--- config.mk ---
export PLATFORM = sky130hd
export DESIGN_NAME = fetch_unit
export DESIGN_NICKNAME = d
export VERILOG_FILES = /design/src/rtl/fetch_unit_pkg.sv /design/src/rtl/fetch_buf.sv /design/src/rtl/fetch_unit.sv
export SDC_FILE = /design/constraint.sdc
export NUM_CORES = 1
export LEC_CHECK = 0
export ABC_CLOCK_PERIOD_IN_PS = 12500
export CORE_MARGIN = 2
export CORE_UTILIZATION = 60
export CTS_CLUSTER_DIAMETER = 50
export CTS_CLUSTER_SIZE = 16
export DETAILED_ROUTE_END_ITERATION = 12
export DONT_BUFFER_PORTS = 1
export PLACE_DENSITY = 0.79
export SLEW_MARGIN = 30
export SYNTH_ARGS = -nofsm -noshare
export SYNTH_HDL_FRONTEND = slang
export SYNTH_HIERARCHICAL = 1
export SYNTH_SLANG_ARGS = --single-unit
--- constraint.sdc ---
create_clock -name clk -period 12.5 [get_ports clk]
set_clock_uncertainty 0.15 [all_clocks]
set_input_delay 1.875 -clock clk [delete_from_list [all_inputs] [get_ports clk]]
set_output_delay 1.875 -clock clk [all_outputs]
set_load 0.02 [all_outputs]
--- src/rtl/fetch_unit_pkg.sv ---
// Shared definitions for the instruction fetch unit: word size, FSM
// encodings, fetch-buffer geometry and the sequential PC increment.
package fetch_unit_pkg;

    localparam int WORDSIZE    = 32;
    localparam int FBUF_DEPTH  = 2;
    localparam int FBUF_PTR_W  = $clog2(FBUF_DEPTH);
    localparam int FBUF_CNT_W  = $clog2(FBUF_DEPTH + 1);

    typedef logic [WORDSIZE-1:0] word_t;

    localparam word_t PC_INC = word_t'(4);

    typedef enum logic {
        ST_FETCH = 1'b0,  // issuing requests
        ST_DRAIN = 1'b1   // discarding responses to requests made before a redirect
    } fetch_state_e;

    // Fetch addresses are always word aligned; the low two bits are dropped.
    function automatic word_t align_word(input word_t addr);
        return addr & ~word_t'(3);
    endfunction

endpackage

--- src/rtl/fetch_buf.sv ---
// Two-entry in-order instruction buffer holding (instruction, pc) pairs.
// Supports push and pop in the same cycle; flush empties it at once.
module fetch_buf
    import fetch_unit_pkg::*;
(
    input  logic  clk,
    input  logic  rst_n,
    input  logic  push,
    input  word_t push_data,
    input  word_t push_pc,
    input  logic  pop,
    input  logic  flush,
    output word_t head_data,
    output word_t head_pc,
    output logic  full,
    output logic  empty
);

    word_t                 ent_data_q [FBUF_DEPTH];
    word_t                 ent_data_d [FBUF_DEPTH];
    word_t                 ent_pc_q   [FBUF_DEPTH];
    word_t                 ent_pc_d   [FBUF_DEPTH];
    logic [FBUF_PTR_W-1:0] rd_ptr_q, rd_ptr_d;
    logic [FBUF_PTR_W-1:0] wr_ptr_q, wr_ptr_d;
    logic [FBUF_CNT_W-1:0] count_q, count_d;
    logic                  do_push;
    logic                  do_pop;

    assign full      = (count_q == FBUF_CNT_W'(FBUF_DEPTH));
    assign empty     = (count_q == '0);
    assign head_data = ent_data_q[rd_ptr_q];
    assign head_pc   = ent_pc_q[rd_ptr_q];

    // Next-state for pointers, occupancy and entry storage.
    always_comb begin
        // NOTE: every output of this block gets a default first so no path leaves it unassigned (no latch).
        ent_data_d = ent_data_q;
        ent_pc_d   = ent_pc_q;
        rd_ptr_d   = rd_ptr_q;
        wr_ptr_d   = wr_ptr_q;
        count_d    = count_q;
        do_pop     = pop && !empty;
        do_push    = push && (!full || do_pop);
        if (flush) begin
            rd_ptr_d = '0;
            wr_ptr_d = '0;
            count_d  = '0;
        end else begin
            if (do_push) begin
                ent_data_d[wr_ptr_q] = push_data;
                ent_pc_d[wr_ptr_q]   = push_pc;
                wr_ptr_d             = wr_ptr_q + FBUF_PTR_W'(1);
            end
            if (do_pop) begin
                rd_ptr_d = rd_ptr_q + FBUF_PTR_W'(1);
            end
            count_d = count_q + FBUF_CNT_W'(do_push) - FBUF_CNT_W'(do_pop);
        end
    end

    // Control state with synchronous active-low reset.
    always_ff @(posedge clk) begin
        // NOTE: sequential state uses non-blocking assignments so all flops update from pre-edge values.
        if (!rst_n) begin
            rd_ptr_q <= '0;
            wr_ptr_q <= '0;
            count_q  <= '0;
        end else begin
            rd_ptr_q <= rd_ptr_d;
            wr_ptr_q <= wr_ptr_d;
            count_q  <= count_d;
        end
    end

    // Entry storage register.
    always_ff @(posedge clk) begin
        // NOTE: storage is not reset; the zeroed count alone marks every entry invalid.
        ent_data_q <= ent_data_d;
        ent_pc_q   <= ent_pc_d;
    end

endmodule

--- src/rtl/fetch_unit.sv ---
// Instruction fetch unit: issues word-aligned requests to instruction memory,
// buffers in-order responses for decode, and handles branch redirects by
// counting and discarding responses to requests made before the redirect.
module fetch_unit
    import fetch_unit_pkg::*;
#(
    parameter logic [WORDSIZE-1:0] RESET_PC = 32'h0000_0000
) (
    input  logic                clk,
    input  logic                rst_n,
    input  logic                redirect,
    input  logic [WORDSIZE-1:0] pc_addr,
    output logic                imem_req_valid,
    input  logic                imem_req_ready,
    output logic [WORDSIZE-1:0] imem_req_addr,
    input  logic                imem_resp_valid,
    input  logic [WORDSIZE-1:0] imem_resp_data,
    output logic                inst_valid,
    input  logic                inst_ready,
    output logic [WORDSIZE-1:0] inst_data,
    output logic [WORDSIZE-1:0] inst_pc,
    output logic [WORDSIZE-1:0] incpc_out
);

    localparam int CNT_W = FBUF_CNT_W;

    fetch_state_e     state_q, state_d;
    word_t            pc_q, pc_d;
    word_t            resp_pc_q, resp_pc_d;
    logic [CNT_W-1:0] out_cnt_q, out_cnt_d;      // live requests awaiting a response
    logic [CNT_W-1:0] stale_cnt_q, stale_cnt_d;  // in-flight requests to be discarded
    logic [CNT_W:0]   in_flight;
    logic [CNT_W:0]   occupancy;
    logic [CNT_W-1:0] buf_occ;
    logic             req_fire;
    logic             resp_live;
    logic             buf_full;
    logic             buf_empty;
    logic             buf_pop;
    word_t            head_data;
    word_t            head_pc;

    assign buf_occ   = buf_full ? CNT_W'(2) : (buf_empty ? CNT_W'(0) : CNT_W'(1));
    assign occupancy = {1'b0, out_cnt_q} + {1'b0, buf_occ};

    // Request side: gated by reset so nothing is offered while memory is held in reset.
    assign imem_req_valid = rst_n && (state_q == ST_FETCH) && !redirect
                            && (occupancy < (CNT_W+1)'(FBUF_DEPTH));
    assign imem_req_addr  = pc_q;
    assign req_fire       = imem_req_valid && imem_req_ready;

    // A response is kept only when nothing stale precedes it and no redirect squashes it.
    assign resp_live = imem_resp_valid && !redirect && (stale_cnt_q == '0);

    assign inst_valid = !buf_empty;
    assign inst_data  = inst_valid ? head_data : '0;
    assign inst_pc    = inst_valid ? head_pc : '0;
    assign incpc_out  = inst_pc + PC_INC;
    assign buf_pop    = inst_valid && inst_ready;

    fetch_buf u_fetch_buf (
        .clk       (clk),
        .rst_n     (rst_n),
        .push      (resp_live),
        .push_data (imem_resp_data),
        .push_pc   (resp_pc_q),
        .pop       (buf_pop),
        .flush     (redirect),
        .head_data (head_data),
        .head_pc   (head_pc),
        .full      (buf_full),
        .empty     (buf_empty)
    );

    // PC and request-count bookkeeping; redirect takes priority over everything else.
    always_comb begin
        pc_d        = pc_q;
        resp_pc_d   = resp_pc_q;
        out_cnt_d   = out_cnt_q;
        stale_cnt_d = stale_cnt_q;
        in_flight   = {1'b0, stale_cnt_q} + {1'b0, out_cnt_q};
        if (redirect) begin
            pc_d      = align_word(pc_addr);
            resp_pc_d = align_word(pc_addr);
            out_cnt_d = '0;
            // Everything still in flight becomes stale; a same-cycle response consumes one.
            if (imem_resp_valid && (in_flight != '0)) begin
                in_flight = in_flight - (CNT_W+1)'(1);
            end
            stale_cnt_d = in_flight[CNT_W-1:0];
        end else begin
            if (req_fire) begin
                pc_d = pc_q + PC_INC;
            end
            if (imem_resp_valid) begin
                if (stale_cnt_q != '0) begin
                    stale_cnt_d = stale_cnt_q - CNT_W'(1);
                end else begin
                    resp_pc_d = resp_pc_q + PC_INC;
                end
            end
            out_cnt_d = out_cnt_q + CNT_W'(req_fire) - CNT_W'(resp_live);
        end
    end

    // Next-state logic: drain while stale responses remain outstanding.
    always_comb begin
        state_d = state_q;
        unique case (state_q)
            ST_FETCH: if (redirect && (stale_cnt_d != '0)) state_d = ST_DRAIN;
            ST_DRAIN: if (stale_cnt_d == '0) state_d = ST_FETCH;
            default:  state_d = ST_FETCH;
        endcase
    end

    // State register with synchronous active-low reset.
    always_ff @(posedge clk) begin
        if (!rst_n) begin
            state_q     <= ST_FETCH;
            pc_q        <= RESET_PC;
            resp_pc_q   <= RESET_PC;
            out_cnt_q   <= '0;
            stale_cnt_q <= '0;
        end else begin
            state_q     <= state_d;
            pc_q        <= pc_d;
            resp_pc_q   <= resp_pc_d;
            out_cnt_q   <= out_cnt_d;
            stale_cnt_q <= stale_cnt_d;
        end
    end

endmodule

==> results of run 1 <==
==> registers in the layout (all words and copies together), names as in the netlist <==
| register | cells |
|---|---|
| state_q | 1 |
| u_fetch_buf/wr_ptr_q | 1 |
| resp_pc_q | 30 |
| u_fetch_buf/count_q | 2 |
| u_fetch_buf/rd_ptr_q | 1 |
| u_fetch_buf/ent_pc_q | 64 |
| stale_cnt_q | 2 |
| imem_req_addr | 30 |
| out_cnt_q | 2 |
| u_fetch_buf/ent_data_q | 64 |
==> cells by family (layout without fill, tap and decap cells) <==
kind of cell             count (synthesis)  in the layout  share of synthesized area (%)
buffers and inverters                   60             59                          2.839
AO/OA/AOI/OAI                          108            108                          6.136
AND/OR/NAND/NOR                        276            276                          17.17
other                                    1              6                        0.04033
adder cells (fa/ha/maj)                 10             10                          1.507
multiplexers                            67             67                          8.101
flip-flops                             197            197                          56.20
XOR/XNOR                                85             85                          8.007
==> cell usage after synthesis, types with 3 or more instances <==
cell | n | share of area, %
dfxtp_1 | 69 | 15
clkbuf_1 | 25 | 1.0
a31oi_1 | 4 | 0.27
inv_1 | 22 | 0.89
nor2b_1 | 67 | 4.5
a21oi_1 | 56 | 3.0
nor3_1 | 12 | 0.65
and4_1 | 8 | 0.75
nand3_1 | 37 | 2.0
buf_4 | 9 | 0.73
nor4_1 | 12 | 0.81
nand2b_1 | 3 | 0.20
nor2_1 | 33 | 1.3
and3_1 | 16 | 1.1
nor4_2 | 3 | 0.40
buf_2 | 4 | 0.22
o21ai_0 | 39 | 2.1
and2_1 | 6 | 0.40
edfxtp_1 | 128 | 41
xnor2_1 | 50 | 4.7
nand4_1 | 26 | 1.7
nand2_1 | 35 | 1.4
ha_1 | 8 | 1.1
xor2_1 | 35 | 3.3
mux2_2 | 66 | 8.0
==> through the flow <==
stage | std cells | cell area [µm²] | utilization, %
6_report | 996 | 10070 | 66.48
5_1_grt | 996 | 10070 | 66.48
4_1_cts | 996 | 10060 | 66.43
3_5_place_dp | 964 | 9433 | 62.28
3_3_place_gp | 964 | 9427 | 62.24
2_1_floorplan | 809 | 9316 | -
==> critical path: cells and delay by family (launching register included) <==
family	cells	cell delay, ns
mux	1	0.28
fa+ha+maj	1	0.30
flops	1	0.71
buf+inv	1	0.58
xor+xnor	1	0.49
simple gates	5	1.85
==> worst min-delay path by stage <==
stage,endpoint,depth (start not counted),slack (ns),start
floorplan,u_fetch_buf/ent_pc_q[31]$_DFFE_PP_,0,0.30,resp_pc_q[31]$_SDFFE_PN0P_
global placement,u_fetch_buf/ent_pc_q[16]$_DFFE_PP_,0,0.33,resp_pc_q[16]$_SDFFE_PN0P_
detailed placement,u_fetch_buf/ent_pc_q[48]$_DFFE_PP_,0,0.34,resp_pc_q[16]$_SDFFE_PN0P_
CTS,u_fetch_buf/ent_pc_q[48]$_DFFE_PP_,0,0.36,resp_pc_q[16]$_SDFFE_PN0P_
global route,u_fetch_buf/ent_pc_q[51]$_DFFE_PP_,0,0.38,resp_pc_q[19]$_SDFFE_PN0P_
finish,u_fetch_buf/ent_pc_q[16]$_DFFE_PP_,0,0.36,resp_pc_q[16]$_SDFFE_PN0P_
==> power breakdown <==
| part | switching, mW | internal (mW) | leakage [nW] |
|---|---|---|---|
| combinational | 0.0440 | 0.0294 | 1.25 |
| clock | 0.232 | 0.340 | 0.301 |
| sequential | 0.0342 | 0.717 | 1.75 |
==> routing by layer <==
metal / track usage, % / vias to the layer above / share of wire, % / routed length [µm]
met5: 0 / - / 0 / 0
met4: 9.179 / 0 / 1.6 / 320
met3: 7.609 / 27 / 10 / 2035
met2: 39.77 / 283 / 47 / 9532
met1: 31.22 / 2982 / 41 / 8373
li1: - / 2878 / - / -
==> final cells by class <==
| class | count | area share (%) |
|---|---|---|
| Sequential cell | 197 | 51.90 |
| Multi-Input combinational cell | 552 | 38.33 |
| Inverter | 22 | 0.8201 |
| Tap cell | 188 | 2.336 |
| Clock inverter | 10 | 1.404 |
| Timing Repair Buffer | 5 | 0.3728 |
| Clock buffer | 22 | 4.833 |
==> metrics.md, run 1 <==
| Metric | Value |
|---|---|
| Total power | `between 1 and 1.5 mW` |
| Vias in the first global route | `5,938` |
| Area Overhead vs Synth | `8.304%` |
| Via count | `6,170` |
| Core Rows | `45` |
| Setup TNS | `0 ns` |
| Layout cell share with drive strength beyond 1 | `14.36%` |
| H-Tree Depth | `4` |
| Pre-CTS WS | `6.235 ns` |
| Synth warn | `6` |
| CTS Root Cell | `clkbuf_16` |
| Final Critical Period | `6.678 ns` |
| Vias/cell | `6.195` |
| Post-route ant nets | `0` |
| First-pass GRT wire length | `31.30 mm` |
| Final hold vios | `0` |
| Num CTS Buffers | `17` |
| Hold_buf cts | `0` |
| RSZ-0062 raised after global routing | `no` |
| Largest net degree at the start of global routing | `68` |
| Synthesized instance count | `804` |
| Final nets | `875` |
| Setup violators final | `0` |
| Type of origin of the critical path | `flop` |
| Post-CTS sizing | `0` |
| CP Data Required Time | `10.47 ns` |
| Reg2reg start | `u_fetch_buf/count_q[1]$_SDFF_PP0_` |
| First DRT Iteration DRCs | `447` |
| Routed wire length | `20.26 mm` |
| Peak supply drop | `0.0001015 V` |
| Crit path capture type | `primary output` |
| Max stage delay on crit path | `0.71 ns` |
| Max_cap viols | `0` |
| Ys async rst share | `0%` |
| Synthesized area per cell | `11.56 µm²` |
| Multi-input combinational cell area | `3860 µm²` |
| Fmax | `around 150 MHz` |
| Worst-Margin Slew | `0.9360 ns` |
| CP Class | `reg -> out` |
| Worst reg2reg path depth | `9` |
| Worst Path Max Fanout | `42` |
| Critical Path Slowest Stage Cell | `dfxtp_2` |
| Top FF cell, synth | `edfxtp_1` |
| Die Width | `approximately 130 µm` |
| Commonest cells after routing, fill and taps aside | `edfxtp_1, dfxtp_1, nor2b_1` |
| First-pass detailed-route iteration total | `5` |
| Gr usage total | `24.54%` |
| Fillers | `approximately 1,100` |
| Worst reg2reg setup slack | `8.29 ns` |
| Hold slack | `0.3577 ns` |
| Relative slew slack | `a little under two fifths` |
| HPWL after DPL | `14.22 mm` |
| Synth Cell Area | `9298 µm²` |
| DIE AREA | `16,510 µm²` |
| Initial antenna violation count | `0` |
| Leading cell type in the layout, fill and taps excluded | `edfxtp_1` |
| Deepest clock path buffer count | `2` |
| Status | `finished clean` |
| Worst-path cell chain | `buf_4, mux2_2, nor2b_1, ha_1, and3_1, nand3_1, nor4_2, nand3_1, xnor2_1` |
| Drc violations | `0` |
| PwrDens | `approximately 140 nW/µm²` |
| Crit share post-route | `between 50% and 60%` |
| Clock sink count | `~200` |
| Post-synth cell types | `46` |
| Ant diodes | `0` |
| Die Y-Extent | `between 100 and 150 µm` |
| Setup Fix Bufs, Post-CTS | `0` |
| Worst setup path end | `incpc_out[30]` |
| Clock-pin slew on the worst setup and hold paths | `0.07 ns` |
| Worst setup path start | `u_fetch_buf/rd_ptr_q$_SDFFE_PP0N_` |
| I/O Buffers | `0` |
| Routed WL per cell | `20.34 µm` |
| Number of flops mapped to enable cells by yosys | `~130` |
| Initial Utilization | `approximately 61%` |
| Grt total ovfl | `0` |
| Sequential cell area | `about 5200 µm²` |
| Worst skew pair latency | `0.43 ns` |
| Sequential cell area fraction in the yosys report | `56.20%` |
| Count of pins over their slew limit | `0` |
| CTS tree | `built` |
| Worst path most repeated cell | `nand3_1` |
| RD Place Congestion | `0.8752` |
| Tightest Hold Check Type | `reg -> reg` |
| Post-synthesis register bit count | `197` |
| IO Count | `200` |
| Arr. time, crit path | `4.65 ns` |
| P_leak | `3.294 nW` |
| Final setup margin | `5.822 ns` |
| Placeable Area | `approximately 15,000 µm²` |
| Reg2Reg Capture Point | `imem_req_addr[24]$_SDFFE_PN0P_` |
No activity file was read; power rests on OpenSTA's default activity.
==> run 2: changes to the inputs <==
- ABC_CLOCK_PERIOD_IN_PS: 12500 -> 5700
- CORE_UTILIZATION: 60 -> 58
- clock period: 12.5 -> 5.7 ns (I/O delays scaled with it)
==> run 2 against run 1 <==
Effect of this change: count of clock-buffer cells in the layout is 5 lower; combinational power is 120% higher; die area is 3.3% higher; clock power is 110% higher; critical path type unchanged; sequential share of layout area is 0.14 points lower; power is 110% higher; register-to-register slack worse by 6.4 ns; worst setup slack worse by 5.1 ns; sequential power is 120% higher; non-clock buffer count is 4 higher; largest cell class unchanged; global-route usage is 0.89 points lower; routed wire length is 0.95% higher.
==> metrics.md, run 2 (synthesis results as in run 1) <==
| Metric | Value |
|---|---|
| Status | `finished clean` |
| Sequential cell area | `5226 µm² (unchanged)` |
| Via count | `6,205 (+0.57%)` |
| Die Y-Extent | `130.6 µm (+1.7%)` |
| Final Critical Period | `5.010 ns` |
| Crit path capture type | `primary output` |
| PwrDens | `295.8 nW/µm² (+110%)` |
| Vias/cell | `6.036 (-2.6%)` |
| Die Width | `130.6 µm (+1.7%)` |
| Post-route ant nets | `0 (unchanged)` |
| Arr. time, crit path | `4.01 ns (-0.64 ns)` |
| H-Tree Depth | `4 (unchanged)` |
| Worst skew pair latency | `0.44 ns (about the same)` |
| DIE AREA | `17,060 µm² (+3.3%)` |
| Setup violators final | `0 (unchanged)` |
| Ant diodes | `0 (unchanged)` |
| Tightest Hold Check Type | `in -> reg` |
| P_leak | `3.297 nW (about the same)` |
| Final setup margin | `0.6899 ns (-5.132 ns)` |
| Largest net degree at the start of global routing | `65 (-4.4%)` |
| Leading cell type in the layout, fill and taps excluded | `edfxtp_1` |
| Drc violations | `0 (unchanged)` |
| Initial Utilization | `58.96% (-2.4 points)` |
| Final hold vios | `0 (unchanged)` |
| RD Place Congestion | `0.8898 (+1.7%)` |
| Initial antenna violation count | `0 (unchanged)` |
| Commonest cells after routing, fill and taps aside | `edfxtp_1, dfxtp_1, nor2b_1` |
| Hold_buf cts | `0 (unchanged)` |
| Vias in the first global route | `5,831 (-1.8%)` |
| First-pass GRT wire length | `30.61 mm (-2.2%)` |
| Placeable Area | `15,770 µm² (+4.1%)` |
| Relative slew slack | `36.97% (-0.059 points)` |
| Multi-input combinational cell area | `3860 µm² (unchanged)` |
| IO Count | `200 (unchanged)` |
| CP Data Required Time | `4.70 ns (-5.77 ns)` |
| First DRT Iteration DRCs | `523 (+17%)` |
| Deepest clock path buffer count | `2 (unchanged)` |
| Routed wire length | `20.45 mm (+0.95%)` |
| Regs by FF count | `u_fetch_buf/ent_data_q: 64 flops, u_fetch_buf/ent_pc_q: 64 flops` |
| Gr usage total | `23.65% (-0.89 points)` |
| HPWL after DPL | `14.73 mm (+3.6%)` |
| Setup Fix Bufs, Post-CTS | `0 (unchanged)` |
| Fmax | `199.6 MHz` |
| Final nets | `879 (+0.46%)` |
| Pre-CTS WS | `1.154 ns (-5.081 ns)` |
| Routed WL per cell | `19.90 µm (-2.2%)` |
| Grt total ovfl | `0 (unchanged)` |
| Crit share post-route | `87.90%` |
| Post-route cell area | `10,100 µm² (+0.27%)` |
| Layout cell share with drive strength beyond 1 | `15.15% (+0.79 points)` |
| Post-DP Area | `9498 µm² (+0.69%)` |
| Peak supply drop | `0.0002118 V (+110%)` |
| Post-CTS sizing | `0 (unchanged)` |
| CTS Root Cell | `clkbuf_16` |
| Clock sink count | `197 (unchanged)` |
| Num CTS Buffers | `17 (unchanged)` |
| Type of origin of the critical path | `flop` |
| CTS tree | `built` |
| CP Class | `reg -> out` |
| Worst Path Max Fanout | `30 (-29%)` |
| First-pass detailed-route iteration total | `5 (unchanged)` |
| Count of pins over their slew limit | `0 (unchanged)` |
| Clock-pin slew on the worst setup and hold paths | `0.07 ns (about the same)` |
| Worst-Margin Slew | `0.9368 ns (+0.0008804 ns)` |
| Fillers | `1,217 (+9.5%)` |
| RSZ-0062 raised after global routing | `no` |
| Area Overhead vs Synth | `8.599%` |
| Core Rows | `46 (+2.2%)` |
| I/O Buffers | `0 (unchanged)` |
| Max_cap viols | `0 (unchanged)` |
-- run 2: cell count changes in the layout (fill, tap and decap cells not counted) --
| cell | previous run | this run |
|---|---|---|
| buf_4 | 5 | 9 |
| clkinv_4 | 1 | 5 |
| clkbuf_1 | 3 | 0 |
| inv_8 | 0 | 3 |
| bufinv_16 | 3 | 1 |
| clkbuf_16 | 19 | 17 |
| clkinv_2 | 2 | 0 |
| clkinv_8 | 0 | 1 |
| inv_6 | 2 | 3 |
-- run 2: stage by stage --
| step | instances | utilization [%] | power, mW | hold WS (ns) | setup TNS (ns) |
|---|---|---|---|---|---|
| 2_1_floorplan | 809 | - | 1.792 | 0.2965 | -136.58 |
| 3_5_place_dp | 996 | 60.23 | 1.836 | 0.3518 | 0 |
| 3_3_place_gp | 996 | 60.19 | 1.822 | 0.3288 | 0 |
| 5_1_grt | 1028 | 64.03 | 3.088 | 0.3339 | 0 |
| 6_report | 1028 | 64.03 | 2.987 | 0.3567 | 0 |
| 4_1_cts | 1028 | 63.97 | 3.005 | 0.3385 | 0 |
-- run 2: routing by layer --
| metal | up-vias | global-route usage, % | wire [µm] |
|---|---|---|---|
| met5 | - | 0 | 0 |
| met2 | 313 | 37.53 | 9607 |
| met4 | 0 | 9.887 | 429 |
| met1 | 2965 | 30.08 | 8328 |
| li1 | 2891 | - | - |
| met3 | 36 | 7.777 | 2089 |
-- run 2: worst paths after layout --
kind	cells after the start	slack, ns	end	from
setup / recovery	7	0.69	incpc_out[30]	u_fetch_buf/rd_ptr_q$_SDFFE_PP0N_
hold reg to reg	0	0.37	u_fetch_buf/ent_pc_q[23]$_DFFE_PP_	resp_pc_q[23]$_SDFFE_PN0P_
setup reg to reg	9	1.87	imem_req_addr[24]$_SDFFE_PN0P_	u_fetch_buf/count_q[0]$_SDFF_PP0_
hold / removal	0	0.36	u_fetch_buf/ent_data_q[61]$_DFFE_PP_	imem_resp_data[29]
-- run 2: report_power, final --
group,total [mW],internal (mW),switching (mW)
sequential,1.65,1.57,0.0759
combinational,0.160,0.0642,0.0962
clock,1.18,0.622,0.556
-- run 2: layout make-up --
| class | count | share of cell area [%] |
|---|---|---|
| tap | 216 | 2.677 |
| timing repair buffer | 9 | 0.6691 |
| inverter | 22 | 0.8178 |
| multi-input combinational | 552 | 38.23 |
| clock buffer | 17 | 4.213 |
| clock inverter | 15 | 1.636 |
| sequential | 197 | 51.76 |
-- run 2: worst max-delay path: stages (launching register included) --
cell     delay (ns)
dfxtp_2        0.61
buf_4          0.45
mux2_2         0.29
nor2b_1        0.48
nand3_1        0.36
nor4_2         0.67
nand3_1        0.18
xnor2_1        0.51
==> run 3: changes to the inputs <==
- SLEW_MARGIN: 30 -> not set
- SYNTH_HIERARCHICAL: 1 -> not set
==> run 3 against run 2 <==
Effect of this change: largest cell class unchanged; critical path depth up 1; synthesized area up 1.5%; routed wire length down 0.30%; first-iteration DRC count down 0.57%; non-clock buffer count down 3; hold slack worse by 0.0047 ns; count of clock-buffer cells in the layout unchanged; final cell count up 2.4%.
==> metrics.md, run 3 <==
| Metric | Value |
|---|---|
| Ys async rst share | `0% (unchanged)` |
| Sw frac | `27.87% (+3.5 points)` |
| Logic pwr share | `8.6% (+3.2 points)` |
| Synth area leader | `edfxtp_1` |
| Vias in the first global route | `6,290 (+7.9%)` |
| Grt total ovfl | `0 (unchanged)` |
| Largest net degree at the start of global routing | `72 (+11%)` |
| Synthesized area per cell | `11.22 µm² (-3.0%)` |
| Leading cell type in the layout, fill and taps excluded | `edfxtp_1` |
| Synth warn | `0 (-6)` |
| Pre-CTS WS | `0.8842 ns (-0.2693 ns)` |
| Vias/cell | `6.086 (+0.84%)` |
| Gr usage total | `23.96% (+0.31 points)` |
| Reg2reg start | `u_fetch_buf.count_q[1]$_SDFF_PP0_` |
| Clock-pin slew on the worst setup and hold paths | `0.08 ns (about the same)` |
| Setup TNS | `0 ns (unchanged)` |
| Worst Hold Path EP | `u_fetch_buf.ent_data_q[26]$_DFFE_PP_` |
| Largest Register | `u_fetch_buf.ent_data_q` |
| Regs by FF count | `u_fetch_buf.ent_data_q: 64 flops, u_fetch_buf.ent_pc_q: 60 flops` |
| CP delay by family, top | `simple AND/OR/NAND/NOR gates` |
| Area Overhead vs Synth | `7.465%` |
| Worst-Margin Slew | `1.103 ns (+0.1661 ns)` |
| DIE AREA | `17,310 µm² (+1.5%)` |
| Number of flops mapped to enable cells by yosys | `124 (-3.1%)` |
| First DRT Iteration DRCs | `520 (-0.57%)` |
| Worst-path cell chain | `mux2i_1, or2_2, inv_1, ha_1, nor3b_1, nand3_1, nor4_2, xor2_1` |
| P_leak | `3.372 nW (+2.3%)` |
| Crit path capture type | `primary output` |
| Clock sink count | `193 (-2.0%)` |
| Worst skew pair latency | `0.44 ns (about the same)` |
| Placed Cells | `1,021 (+2.5%)` |
| Max stage delay on crit path | `0.76 ns (+0.09 ns)` |
| Hold slack | `0.3520 ns (-0.004728 ns)` |
| CTS Root Cell | `clkbuf_16` |
| Final setup margin | `0.4955 ns (-0.1945 ns)` |
| Final Critical Period | `5.205 ns (+0.1945 ns)` |
| Post-DP Area | `9519 µm² (+0.22%)` |
| Power Internal | `2.246 mW (-0.57%)` |
| Final hold vios | `0 (unchanged)` |
| Ant diodes | `0 (unchanged)` |
| Count of pins over their slew limit | `0 (unchanged)` |
| Commonest cells after routing, fill and taps aside | `edfxtp_1, nor2_1, dfxtp_1` |
| Post-Layout Cell Count | `1,053 (+2.4%)` |
| Crit share post-route | `91.31% (+3.4 points)` |
| Arr. time, crit path | `4.20 ns (+0.19 ns)` |
| Top cell type's share of synthesized area | `39.46% (-1.9 points)` |
| Initial antenna violation count | `0 (unchanged)` |
| Peak supply drop | `0.0002050 V (-3.2%)` |
| Most common cell in the netlist | `edfxtp_1` |
| Layout cell share with drive strength beyond 1 | `9.438% (-5.7 points)` |
| Synth Cell Area | `9437 µm² (+1.5%)` |
| I/O Buffers | `0 (unchanged)` |
| Post-route ant nets | `0 (unchanged)` |
| Synth area leaders | `edfxtp_1, dfxtp_1, mux2i_1` |
| Critical Path Slowest Stage Cell | `dfxtp_4` |
| Number of flip-flops in the largest register | `64` |
| Worst Path Max Fanout | `38 (+27%)` |
| CTS tree | `built` |
| Die Y-Extent | `131.6 µm (+0.72%)` |
| Post-CTS sizing | `0 (unchanged)` |
| Hold_buf cts | `0 (unchanged)` |
| Deepest clock path buffer count | `2 (unchanged)` |
| Die Width | `131.6 µm (+0.72%)` |
| Post-synthesis register bit count | `193 (-2.0%)` |
| Switching Power | `867.5 µW (+19%)` |
| Reg2Reg Capture Point | `out_cnt_q[1]$_SDFF_PP0_` |
| RD Place Congestion | `0.8825 (-0.82%)` |
| Type of origin of the critical path | `flop` |
| Total power | `3.113 mW (+4.2%)` |
| Worst reg2reg setup slack | `2.39 ns (+0.52 ns)` |
| Hold Crit Start | `imem_resp_data[26]` |
| First-pass detailed-route iteration total | `7 (+2)` |
| Max_cap viols | `0 (unchanged)` |
| CP Data Required Time | `4.70 ns (about the same)` |
| H-Tree Depth | `4 (unchanged)` |
| PwrDens | `307.0 nW/µm² (+3.8%)` |
| Tightest Hold Check Type | `in -> reg` |
| Top FF cell, synth | `edfxtp_1` |
| Relative slew slack | `25.47% (-12 points)` |
| Num CTS Buffers | `17 (unchanged)` |
| Post-route cell area | `10,140 µm² (+0.43%)` |
| Setup Fix Bufs, Post-CTS | `0 (unchanged)` |
| Initial Utilization | `59.40% (+0.45 points)` |
| Synthesized instance count | `841 (+4.6%)` |
| Final nets | `905 (+3.0%)` |
| CP Class | `reg -> out` |
| Bufs and invs on worst path | `1 (unchanged)` |
| Status | `finished clean` |
| RSZ-0062 raised after global routing | `no` |
| Post-layout util | `63.84% (-0.19 points)` |
| Worst reg2reg path depth | `11 (+2)` |
| Setup violators final | `0 (unchanged)` |
| Placeable Area | `15,890 µm² (+0.73%)` |
| Fmax | `192.1 MHz (-3.7%)` |
| First-pass GRT wire length | `32.84 mm (+7.3%)` |
| Clk pwr share | `38.7% (-0.7 points)` |
| Hold depth | `0 (unchanged)` |
| Drc violations | `0 (unchanged)` |
| Core Rows | `46 (unchanged)` |
| Sequential cell area fraction in the yosys report | `54.10% (-2.1 points)` |
| Via count | `6,409 (+3.3%)` |
| HPWL after DPL | `14.47 mm (-1.7%)` |
| IO Count | `200 (unchanged)` |
| Sequential share of power | `52.7% (-2.5 points)` |
| Top cells by count, synth | `edfxtp_1, nor2_1, dfxtp_1, mux2i_1, nand2_1` |
| Routed WL per cell | `19.37 µm (-2.7%)` |
| Routed wire length | `20.39 mm (-0.30%)` |
| Post-synth cell types | `67 (+46%)` |
==> run 3: changes by cell type after synthesis, moves of 8 or more <==
cell | previous run | this run
a21oi_1 | 56 | 43
nand2_1 | 35 | 57
buf_2 | 4 | 14
xor2_1 | 35 | 52
nor2b_1 | 67 | 4
mux2i_1 | 1 | 63
mux2_2 | 66 | 6
nor2_1 | 33 | 90
xnor2_1 | 50 | 19
o21ai_0 | 39 | 31
==> run 3: layout make-up <==
type | instances | area [µm²]
Fill cell | 1215 | 5744
Inverter | 18 | 67.56
Clock buffer | 17 | 425.4
Clock inverter | 15 | 196.4
Tap cell | 216 | 270.3
Sequential cell | 193 | 5109
Multi-Input combinational cell | 588 | 4028
Timing Repair Buffer | 6 | 45.04
==> run 3: how the worst max path moves through the flow <==
stage,startpoint,endpoint,slack (ns),cells past startpoint
floorplan,imem_resp_valid,u_fetch_buf.ent_data_q[32]$_DFFE_PP_,0.62,5
global placement,u_fetch_buf.rd_ptr_q$_SDFFE_PP0N_,incpc_out[14],1.03,8
detailed placement,u_fetch_buf.rd_ptr_q$_SDFFE_PP0N_,incpc_out[12],0.88,8
CTS,u_fetch_buf.rd_ptr_q$_SDFFE_PP0N_,incpc_out[12],0.41,8
global route,u_fetch_buf.rd_ptr_q$_SDFFE_PP0N_,incpc_out[26],0.24,8
finish,u_fetch_buf.rd_ptr_q$_SDFFE_PP0N_,incpc_out[14],0.50,8
==> run 3: worst reg2reg max path: stages, from the launching register on <==
cell and delay [ns]:
dfxtp_1 0.41, nand2_1 0.12, fa_1 0.56, and3b_1 0.22, and3_1 0.42, inv_1 0.34
ha_1 0.38, inv_1 0.04, ha_1 0.18, xnor2_1 0.19, xnor2_1 0.15, nor2_1 0.05
==> run 3: cells by family after synthesis <==
family	share of synthesized area (%)
simple gates	18.35
other cells	0.03974
xor+xnor	6.590
fa+ha+maj	1.618
flops	54.10
mux	7.544
compound gates	8.194
buf+inv	3.567
==> run 3: routing by layer <==
layer | routed length (µm) | global-route usage (%)
met2 | 9507 | 38.34
met3 | 2003 | 7.793
met4 | 503 | 9.118
met1 | 8379 | 30.41
met5 | 0 | 0
==> run 3: power groups by stage <==
stage          clock, mW  sequential (mW)  combinational [mW]
5_1_grt             1.28             1.65               0.294
3_5_place_dp           0             1.67               0.268
4_1_cts             1.22             1.64               0.269
3_3_place_gp           0             1.66               0.259
6_report            1.21             1.64               0.268
2_1_floorplan          0             1.65               0.234
